[src/rtl/eth_mdio_slave.sv]
// MDIO (clause 22) management slave with a 32x16 register file, oversampled on clk.
// Define ETH_MDIO_SLAVE_BCAST_EN to also answer PHY address 0.
module eth_mdio_slave #(
   parameter logic [4:0]  G_PHYAD  = 5'd1,
   parameter logic [15:0] G_PHYID1 = 16'h0000,
   parameter logic [15:0] G_PHYID2 = 16'h0000
) (
   input  logic        clk,
   input  logic        rst,
   input  logic        p_in_mdc,
   input  logic        p_in_mdio,
   output logic        p_out_mdio,
   output logic        p_out_mdio_t,
   input  logic        usr_wr,
   input  logic [4:0]  usr_wr_areg,
   input  logic [15:0] usr_wr_data,
   input  logic [4:0]  usr_rd_areg,
   output logic [15:0] usr_rd_data,
   output logic        usr_evt_wr,
   output logic        usr_evt_rd,
   output logic [4:0]  usr_evt_areg,
   output logic [15:0] usr_evt_data
);

   typedef enum logic [2:0] {IDLE, ST, OP, PHYAD, REGAD, TA, DATA} state_t;

   logic [2:0]  mdc_sync_q, mdc_sync_d, mdio_sync_q, mdio_sync_d;
   logic        rise_q, rise_d, fall_q, fall_d;
   state_t      state_q, state_d;
   logic [5:0]  cnt_q, cnt_d;
   logic [15:0] sh_q, sh_d;
   logic        read_q, read_d, match_q, match_d;
   logic [4:0]  regad_q, regad_d;
   logic        mdio_o_q, mdio_o_d, mdio_t_q, mdio_t_d;
   logic        evt_wr_q, evt_wr_d, evt_rd_q, evt_rd_d;
   logic [4:0]  evt_areg_q, evt_areg_d;
   logic [15:0] evt_data_q, evt_data_d;
   logic [15:0] regs_q [32];
   logic [15:0] regs_d [32];
   logic        commit, bit_in;
   logic [4:0]  addr_in;
   logic [15:0] commit_data, snap_data;

   function automatic logic phy_match(input logic [4:0] a);
`ifdef ETH_MDIO_SLAVE_BCAST_EN
      return (a == G_PHYAD) || (a == 5'd0);
`else
      return a == G_PHYAD;
`endif
   endfunction

   // Third sync stage is the previous value for edge detection; the mdio chain is
   // kept equally deep so the sampled bit lines up with the registered edge flag.
   always_comb begin
      mdc_sync_d  = {mdc_sync_q[1:0], p_in_mdc};
      mdio_sync_d = {mdio_sync_q[1:0], p_in_mdio};
      rise_d      = mdc_sync_q[1] & ~mdc_sync_q[2];
      fall_d      = ~mdc_sync_q[1] & mdc_sync_q[2];
   end

   assign bit_in      = mdio_sync_q[2];
   assign addr_in     = {sh_q[3:0], bit_in};
   assign commit_data = {sh_q[14:0], bit_in};
   assign snap_data   = (regad_q == 5'd2) ? G_PHYID1 :
                        (regad_q == 5'd3) ? G_PHYID2 : regs_q[regad_q];
   assign usr_rd_data = (usr_rd_areg == 5'd2) ? G_PHYID1 :
                        (usr_rd_areg == 5'd3) ? G_PHYID2 : regs_q[usr_rd_areg];

   always_comb begin
      state_d    = state_q;
      cnt_d      = cnt_q;
      sh_d       = sh_q;
      read_d     = read_q;
      match_d    = match_q;
      regad_d    = regad_q;
      mdio_o_d   = mdio_o_q;
      mdio_t_d   = mdio_t_q;
      evt_wr_d   = 1'b0;
      evt_rd_d   = 1'b0;
      evt_areg_d = evt_areg_q;
      evt_data_d = evt_data_q;
      commit     = 1'b0;
      case (state_q)
         IDLE: if (rise_q) begin
            if (bit_in) begin
               if (cnt_q != 6'd32) cnt_d = cnt_q + 6'd1;
            end else begin
               if (cnt_q == 6'd32) state_d = ST;
               cnt_d = '0;
            end
         end
         ST: if (rise_q) begin
            cnt_d   = '0;
            state_d = bit_in ? OP : IDLE;
         end
         OP: if (rise_q) begin
            if (cnt_q == 6'd0) begin
               read_d = bit_in;
               cnt_d  = 6'd1;
            end else begin
               cnt_d   = '0;
               state_d = (read_q != bit_in) ? PHYAD : IDLE;
            end
         end
         PHYAD: if (rise_q) begin
            sh_d = {sh_q[14:0], bit_in};
            if (cnt_q == 6'd4) begin
               cnt_d   = '0;
               match_d = phy_match(addr_in);
               state_d = REGAD;
            end else cnt_d = cnt_q + 6'd1;
         end
         REGAD: if (rise_q) begin
            sh_d = {sh_q[14:0], bit_in};
            if (cnt_q == 6'd4) begin
               cnt_d   = '0;
               regad_d = addr_in;
               state_d = TA;
            end else cnt_d = cnt_q + 6'd1;
         end
         // Snapshot on the first TA bit, take the bus on the fall before the second.
         TA: begin
            if (rise_q) begin
               if (cnt_q == 6'd0) begin
                  cnt_d = 6'd1;
                  if (read_q && match_q) sh_d = snap_data;
               end else begin
                  cnt_d   = '0;
                  state_d = DATA;
               end
            end else if (fall_q && cnt_q == 6'd1 && read_q && match_q) begin
               mdio_t_d = 1'b0;
               mdio_o_d = 1'b0;
            end
         end
         DATA: begin
            if (read_q && match_q) begin
               if (fall_q) begin
                  if (cnt_q != 6'd16) begin
                     mdio_o_d = sh_q[4'd15 - cnt_q[3:0]];
                     cnt_d    = cnt_q + 6'd1;
                  end else begin
                     mdio_t_d   = 1'b1;
                     mdio_o_d   = 1'b1;
                     evt_rd_d   = 1'b1;
                     evt_areg_d = regad_q;
                     evt_data_d = sh_q;
                     cnt_d      = '0;
                     state_d    = IDLE;
                  end
               end
            end else if (rise_q) begin
               sh_d = commit_data;
               if (cnt_q == 6'd15) begin
                  cnt_d   = '0;
                  state_d = IDLE;
                  if (!read_q && match_q) begin
                     commit     = 1'b1;
                     evt_wr_d   = 1'b1;
                     evt_areg_d = regad_q;
                     evt_data_d = commit_data;
                  end
               end else cnt_d = cnt_q + 6'd1;
            end
         end
         default: begin
            state_d = IDLE;
            cnt_d   = '0;
         end
      endcase
   end

   // MDIO commit is applied after the local write so it wins on an address clash.
   always_comb begin
      for (int i = 0; i < 32; i++) regs_d[i] = regs_q[i];
      if (usr_wr) regs_d[usr_wr_areg] = usr_wr_data;
      if (commit) regs_d[regad_q] = commit_data;
      regs_d[2] = '0;
      regs_d[3] = '0;
   end

   always_ff @(posedge clk or negedge rst) begin
      if (!rst) begin
         mdc_sync_q  <= '1;
         mdio_sync_q <= '1;
         rise_q      <= 1'b0;
         fall_q      <= 1'b0;
         state_q     <= IDLE;
         cnt_q       <= '0;
         sh_q        <= '0;
         read_q      <= 1'b0;
         match_q     <= 1'b0;
         regad_q     <= '0;
         mdio_o_q    <= 1'b1;
         mdio_t_q    <= 1'b1;
         evt_wr_q    <= 1'b0;
         evt_rd_q    <= 1'b0;
         evt_areg_q  <= '0;
         evt_data_q  <= '0;
         for (int i = 0; i < 32; i++) regs_q[i] <= '0;
      end else begin
         mdc_sync_q  <= mdc_sync_d;
         mdio_sync_q <= mdio_sync_d;
         rise_q      <= rise_d;
         fall_q      <= fall_d;
         state_q     <= state_d;
         cnt_q       <= cnt_d;
         sh_q        <= sh_d;
         read_q      <= read_d;
         match_q     <= match_d;
         regad_q     <= regad_d;
         mdio_o_q    <= mdio_o_d;
         mdio_t_q    <= mdio_t_d;
         evt_wr_q    <= evt_wr_d;
         evt_rd_q    <= evt_rd_d;
         evt_areg_q  <= evt_areg_d;
         evt_data_q  <= evt_data_d;
         for (int i = 0; i < 32; i++) regs_q[i] <= regs_d[i];
      end
   end

   assign p_out_mdio   = mdio_o_q;
   assign p_out_mdio_t = mdio_t_q;
   assign usr_evt_wr   = evt_wr_q;
   assign usr_evt_rd   = evt_rd_q;
   assign usr_evt_areg = evt_areg_q;
   assign usr_evt_data = evt_data_q;

endmodule

[config.mk]
export PLATFORM = sky130hd
export DESIGN_NAME = eth_mdio_slave
export DESIGN_NICKNAME = d
export VERILOG_FILES = /design/src/rtl/eth_mdio_slave.sv
export SDC_FILE = /design/constraint.sdc
export NUM_CORES = 1
export LEC_CHECK = 0
export BUFFER_PORTS_ARGS = -buffer_cell sky130_fd_sc_hd__buf_2
export CORE_ASPECT_RATIO = 1.2
export CORE_MARGIN = 5
export CORE_UTILIZATION = 40
export DETAILED_ROUTE_END_ITERATION = 8
export HOLD_SLACK_MARGIN = 0.15
export PLACE_DENSITY_LB_ADDON = 0.08
export SLEW_MARGIN = 30
export SYNTH_ARGS = -nofsm -noshare
export SYNTH_HDL_FRONTEND = slang
export SYNTH_SLANG_ARGS = --single-unit
[constraint.sdc]
create_clock -name clk -period 3.05 [get_ports clk]
set_input_delay 0.305 -clock clk [delete_from_list [all_inputs] [get_ports clk]]
set_output_delay 0.305 -clock clk [all_outputs]
set_load 0.02 [all_outputs]
==> results of run 1 <==
-- registers in the layout (all words and copies together) (netlist names) --
register,cells
cnt_q,6
fall_q,1
match_q,1
mdc_sync_q,3
mdio_sync_q,3
p_out_mdio,1
p_out_mdio_t,1
read_q,1
regad_q,5
regs_q,480
rise_q,1
sh_q,16
state_q,3
usr_evt_areg,5
usr_evt_data,16
usr_evt_rd,1
usr_evt_wr,1
-- metal layers --
layer	wire length (µm)	part of all wire, %
met5	15	0.011
met4	6340	4.5
met3	11300	8.0
met2	65700	46
met1	58700	41
-- cell families (layout without fill, tap and decap cells) --
kind of cell	after synthesis	in the layout	share of synthesized area [%]
adder cells (fa/ha/maj)	3	3	0.111
AO/OA/AOI/OAI	801	801	13.7
flip-flops	545	545	40.2
XOR/XNOR	2	2	0.0517
AND/OR/NAND/NOR	788	788	10.4
other	0	7	0
buffers and inverters	381	406	4.72
multiplexers	885	885	30.7
-- worst reg2reg max path, stage by stage (launching register included) --
cell and delay, ps:
dfrtp_4 870, buf_12 310, mux4_2 570, nand2_1 160
nand4_1 160, a2111oi_0 560, a211oi_1 250
-- worst paths after layout --
path | start | endpoint | slack, ps | depth (start not counted)
min | rst | regs_q[84] | 220 | 2
max in group asynchronous | rst | regs_q[316] | 1780 | 4
min in group clk | p_in_mdio | mdio_sync_q[0] | 260 | 2
max reg2reg | regad_q[0] | sh_q[9] | 5 | 6
max | regad_q[0] | sh_q[9] | 5 | 6
min reg2reg | mdio_sync_q[0] | mdio_sync_q[1] | 350 | 0
-- synthesized netlist by cell type, types with 10 or more instances --
cell | number | area (µm²)
mux2i_1 | 683 | 6840
dfrtp_1 | 537 | 13400
a21oi_1 | 530 | 2650
nor2_1 | 518 | 1940
clkbuf_1 | 211 | 792
mux4_2 | 115 | 2590
nand2_1 | 101 | 379
buf_2 | 84 | 420
mux2_2 | 84 | 946
buf_1 | 59 | 221
a22oi_1 | 55 | 413
o221ai_1 | 48 | 420
o22ai_1 | 43 | 269
o21ai_0 | 31 | 155
nand4_1 | 24 | 150
nor3_1 | 23 | 115
a211oi_1 | 18 | 135
nand4b_1 | 17 | 149
o21a_1 | 17 | 128
nor2_2 | 16 | 100
buf_4 | 15 | 113
a2111oi_0 | 12 | 105
and3_1 | 12 | 75.1
a22o_1 | 10 | 87.6
nand3_1 | 10 | 50.1
o21ai_1 | 10 | 50.1
-- metrics by stage --
stage / power [mW] / TNS [ps] / hold slack [ps] / cell area, µm²
after floorplan: 12.2 / 0 / 9.41 / 33900
after detailed placement: 13.8 / -79.8 / 322 / 36200
after global routing: 22.6 / 0 / 269 / 38400
final: 21.7 / 0 / 224 / 38400
after CTS: 21.7 / 0 / 232 / 38300
after global placement: 13.6 / -73.1 / 324 / 36200
-- timing repair --
item	CTS	global route
endpoints found under the setup margin	3	4
hold buffers	3	0
resized for setup	3	5
hold endpoints to repair	256	0
-- final cells by class --
class / instances / area, µm²
Fill cell: 8034 / 46100
Multi-Input combinational cell: 2479 / 18700
Sequential cell: 545 / 13700
Timing Repair Buffer: 289 / 2430
Clock buffer: 82 / 1680
Tap cell: 1130 / 1410
Clock inverter: 25 / 389
Inverter: 10 / 37.5
Antenna cell: 7 / 17.5
-- power groups by stage --
stage	Combinational, mW	Sequential [mW]	Clock, mW
floorplan	2.93	9.24	0
global placement	4.04	9.59	0
detailed placement	4.15	9.66	0
CTS	4.16	9.54	8.03
global route	4.57	9.71	8.30
finish	4.21	9.59	7.90
==> results.yml, run 1 <==
routing:
  avgRoutedWirePerCell_um: 31.1
  drt-total-wl_um: 142000
  vias: 28500
  antenna_left: 0
  drcViolationCount: 0
  via_per_inst: 6.23
  dr.pass1.iters: 6
  drtIter0Drc: 3092
global_route:
  antenna_found_initial: 7
  overflow: 0
  met2_usage_pct: 49.0
  grt_pass1_vias: 27800
  grtUsageMet3_pct: 5.51
  grt_pass1_wl_um: 204000
  use_met1_pct: 41.8
  grt_max_degree: 70
  grt-busiest-layer: "met2"
  track_usage_pct: 30.7
worst_setup_path:
  max_stage_delay_ps: 870
  crit_type: "register to register"
  path_max_fanout: 25
  cp_cell_sequence: "buf_12 > mux4_2 > nand2_1 > nand4_1 > a2111oi_0 > a211oi_1"
  cp_slowest_cell: "dfrtp_4"
  cp.required_ps: 3580
  cp-end-kind: "register"
  cp-start-kind: "register"
  cp_top_family: "flip-flops"
  cp.arrival_ps: 3570
  critical_path_buf_inv_count: 1
placed_design:
  place_ws_ps: -79.8
  gp_congestion: 0.917
  io_buffers: 71
  hpwl_um: 95200
  place_inst: 4450
floorplanning:
  ioPinCount: 72
  chipWidth_um: 276
  die-area_um2: 90700
  start_util_pct: 40.2
  row_count: 117
  die_y_um: 329
  core_um2: 84500
power_and_ir_drop:
  p_switching_mw: 6.55
  p_clk_share_pct: 36.4
  combPwrFrac_pct: 19.4
  swShare_pct: 30.2
  peakVddDrop_mv: 0.446
  p_int_mw: 15.2
  power.density_nw_per_um2: 566
  seqPwrFrac_pct: 44.2
  p_leak_nw: 16.7
synth:
  yosys_warnings: 0
  ys_seq_area_share_pct: 40.2
  synth_edf_count: 0
  syn_area_per_cell_um2: 9.96
  synth_seq_cells: 545
  syn-instance-count: 3405
  synth_area_um2: 33900
  async_reset_ff_share_pct: 100
  ys.flop_type: "dfrtp_1"
  synth.distinct_cells: 81
  synth_nets: 3439
timing:
  slew_viol_final: 0
  slew_headroom_pct: 40.1
  setup_ws_ps: 5.41
  fmax_mhz: 328
  finalClockSkew_ps: 43.9
  final-setup-viol-count: 0
  rsz0062_at_grt: "no"
  worst-slew-pin-transition_ps: 898
  finalCritPeriodShare_pct: 99.8
  hold_viol_final: 0
  period_minus_slack_ps: 3040
clocking:
  cts_tree: "done"
  post_cts_buffers: 0
  cts.path.max_buffers: 3
  cts_sinks: 545
  clkTransAtPathRegs_ps: 60
  worst_skew_pair.late_latency_ps: 700
  htree_levels: 2
  cts_buffers: 60
  clock-root-buffer: "clkbuf_16"
final_layout:
  area_delta_synth_final_pct: 13.1
  fin_util_pct: 45.4
  final_cell_mix: "683 x mux2i_1, 533 x dfrtp_1, 530 x a21oi_1"
  final_common_cell: "mux2i_1"
  final_cells: 4567
  drive_above_1_share_pct: 18.9
  fin_nets: 3419
outcome:
  status: "completed"
min_path:
  min_path_type: "primary input to asynchronous set/reset pin"
flow_run:
  drv_cap: 0
Note: power is estimated with default switching activity, not from simulation.
==> inputs of run 2 (changes only) <==
--- a/config.mk
+++ b/config.mk
@@ -12,6 +12,7 @@
 export DETAILED_ROUTE_END_ITERATION = 8
 export HOLD_SLACK_MARGIN = 0.15
 export PLACE_DENSITY_LB_ADDON = 0.08
+export SETUP_SLACK_MARGIN = 0.2
 export SLEW_MARGIN = 30
 export SYNTH_ARGS = -nofsm -noshare
 export SYNTH_HDL_FRONTEND = slang
==> run 2 against run 1 <==
Against the previous run:
- maximum frequency is 2.9% higher
- worst hold slack improved by 8.9 ps
- clock-buffer cell count is the same
- combinational power up 1%
- first-iteration DRC count increased by 10%
- critical path type is now register to output port
- critical endpoint is now usr_rd_data[3]
- largest cell class unchanged
- highest routed layer unchanged
==> results.yml, run 2 (synthesis results as in run 1) <==
placed_design:
  place_inst: 4450
  place_ws_ps: -79.8
  dpl_cell_area_um2: 36200
  io_buffers: 71
  gp_congestion: 0.917
  hpwl_um: 95200
clocking:
  cts_buffers: 60
  clock-root-buffer: "clkbuf_16"
  htree_levels: 2
  cts.path.max_buffers: 3
  cts_sinks: 545
  clkTransAtPathRegs_ps: 70
  worst_skew_pair.late_latency_ps: 690
  cts_tree: "done"
power_and_ir_drop:
  peakVddDrop_mv: 0.443
  power.density_nw_per_um2: 563
  p_leak_nw: 16.8
worst_setup_path:
  crit_type: "register to output port"
  path_max_fanout: 3
  cp-end-kind: "output port"
  cp-start-kind: "register"
  cp.arrival_ps: 2650
  cp.required_ps: 2740
routing:
  via_per_inst: 6.25
  drcViolationCount: 0
  avgRoutedWirePerCell_um: 31.2
  drt-total-wl_um: 143000
  dr.pass1.iters: 8
  vias: 28600
  drtIter0Drc: 3409
  antenna_left: 0
floorplanning:
  chipWidth_um: 276
  ioPinCount: 72
  core_um2: 84500
  die-area_um2: 90700
  row_count: 117
  die_y_um: 329
  start_util_pct: 40.2
outcome:
  status: "completed"
global_route:
  grt_pass1_wl_um: 205000
  antenna_found_initial: 7
  overflow: 0
  grt_max_degree: 70
  track_usage_pct: 30.8
  grt_pass1_vias: 27800
final_layout:
  final_common_cell: "mux2i_1"
  fin_nets: 3426
  fin_area_um2: 38600
  largest_register: "regs_q"
  drive_above_1_share_pct: 19.5
  final_cell_mix: "683 x mux2i_1, 533 x dfrtp_1, 530 x a21oi_1"
  largest_reg_flops: 480
  area_delta_synth_final_pct: 13.9
  final_cells: 4573
timing:
  hold_viol_final: 0
  finalCritPeriodShare_pct: 97.0
  setup_ws_ps: 90.5
  finalClockSkew_ps: 44.5
  slew_headroom_pct: 40.8
  fmax_mhz: 338
  rsz0062_at_grt: "yes"
  tns_ps: 0
  period_minus_slack_ps: 2960
  final-setup-viol-count: 0
  worst-slew-pin-transition_ps: 889
  slew_viol_final: 0
flow_run:
  drv_cap: 0
min_path:
  min_path_type: "primary input to asynchronous set/reset pin"
run 2: cell types whose count changed in the layout (fill, tap and decap cells not counted), sizes merged:
cell	delta
buf	+7
diode	-1
run 2: repair_timing:
item / CTS / global route
resized for setup: 10 / 20
hold endpoints to repair: 256 / 0
pin swaps: 0 / 4
buffers inserted: 7 / 0
endpoints found under the setup margin: 14 / 25
hold buffers: 3 / 0
run 2: area by class of cell:
cell class                 count  area [µm²]
tap                         1130        1410
multi-input combinational   2479       18900
fill                        8015       45800
timing repair buffer         296        2540
clock buffer                  82        1680
inverter                      10        37.5
sequential                   545       13700
clock inverter                25         389
antenna                        6        15.0
run 2: final timing paths:
kind	startpoint	endpoint	slack [ps]	depth (start not counted)
min in group clk	p_in_mdio	mdio_sync_q[0]	260	2
max in group asynchronous	rst	regs_q[316]	1780	4
max reg2reg	regad_q[2]	sh_q[9]	340	6
min reg2reg	mdio_sync_q[0]	mdio_sync_q[1]	350	0
min	rst	regs_q[84]	230	2
max	regs_q[195]	usr_rd_data[3]	90	6
run 2: routing by layer:
metal	track usage, %	up-vias	part of all wire [%]
met1	42.4	14500	42
li1	-	12400	-
met2	48.9	1435	46
met5	0	-	0.016
met3	5.03	311	7.7
met4	12.1	4	4.5
run 2: per-stage QoR:
stage	hold WS (ps)	utilization (%)	power, mW
2_1_floorplan	9.41	-	12.2
3_3_place_gp	324	42.9	13.6
3_5_place_dp	322	42.9	13.8
4_1_cts	232	45.6	21.7
5_1_grt	265	45.7	22.6
6_report	233	45.7	21.7
run 2: critical path, stage by stage (launching register included):
cell      delay (ps)
dfrtp_1          370
mux2i_1          100
o221ai_1         430
o22ai_1          170
o21a_1           320
nor3_1           340
buf_2            230
run 2: power by group:
part | internal (mW) | switching (mW) | total [mW]
Combinational | 2.08 | 2.17 | 4.25
Sequential | 8.49 | 1.11 | 9.60
Clock | 4.61 | 3.28 | 7.89
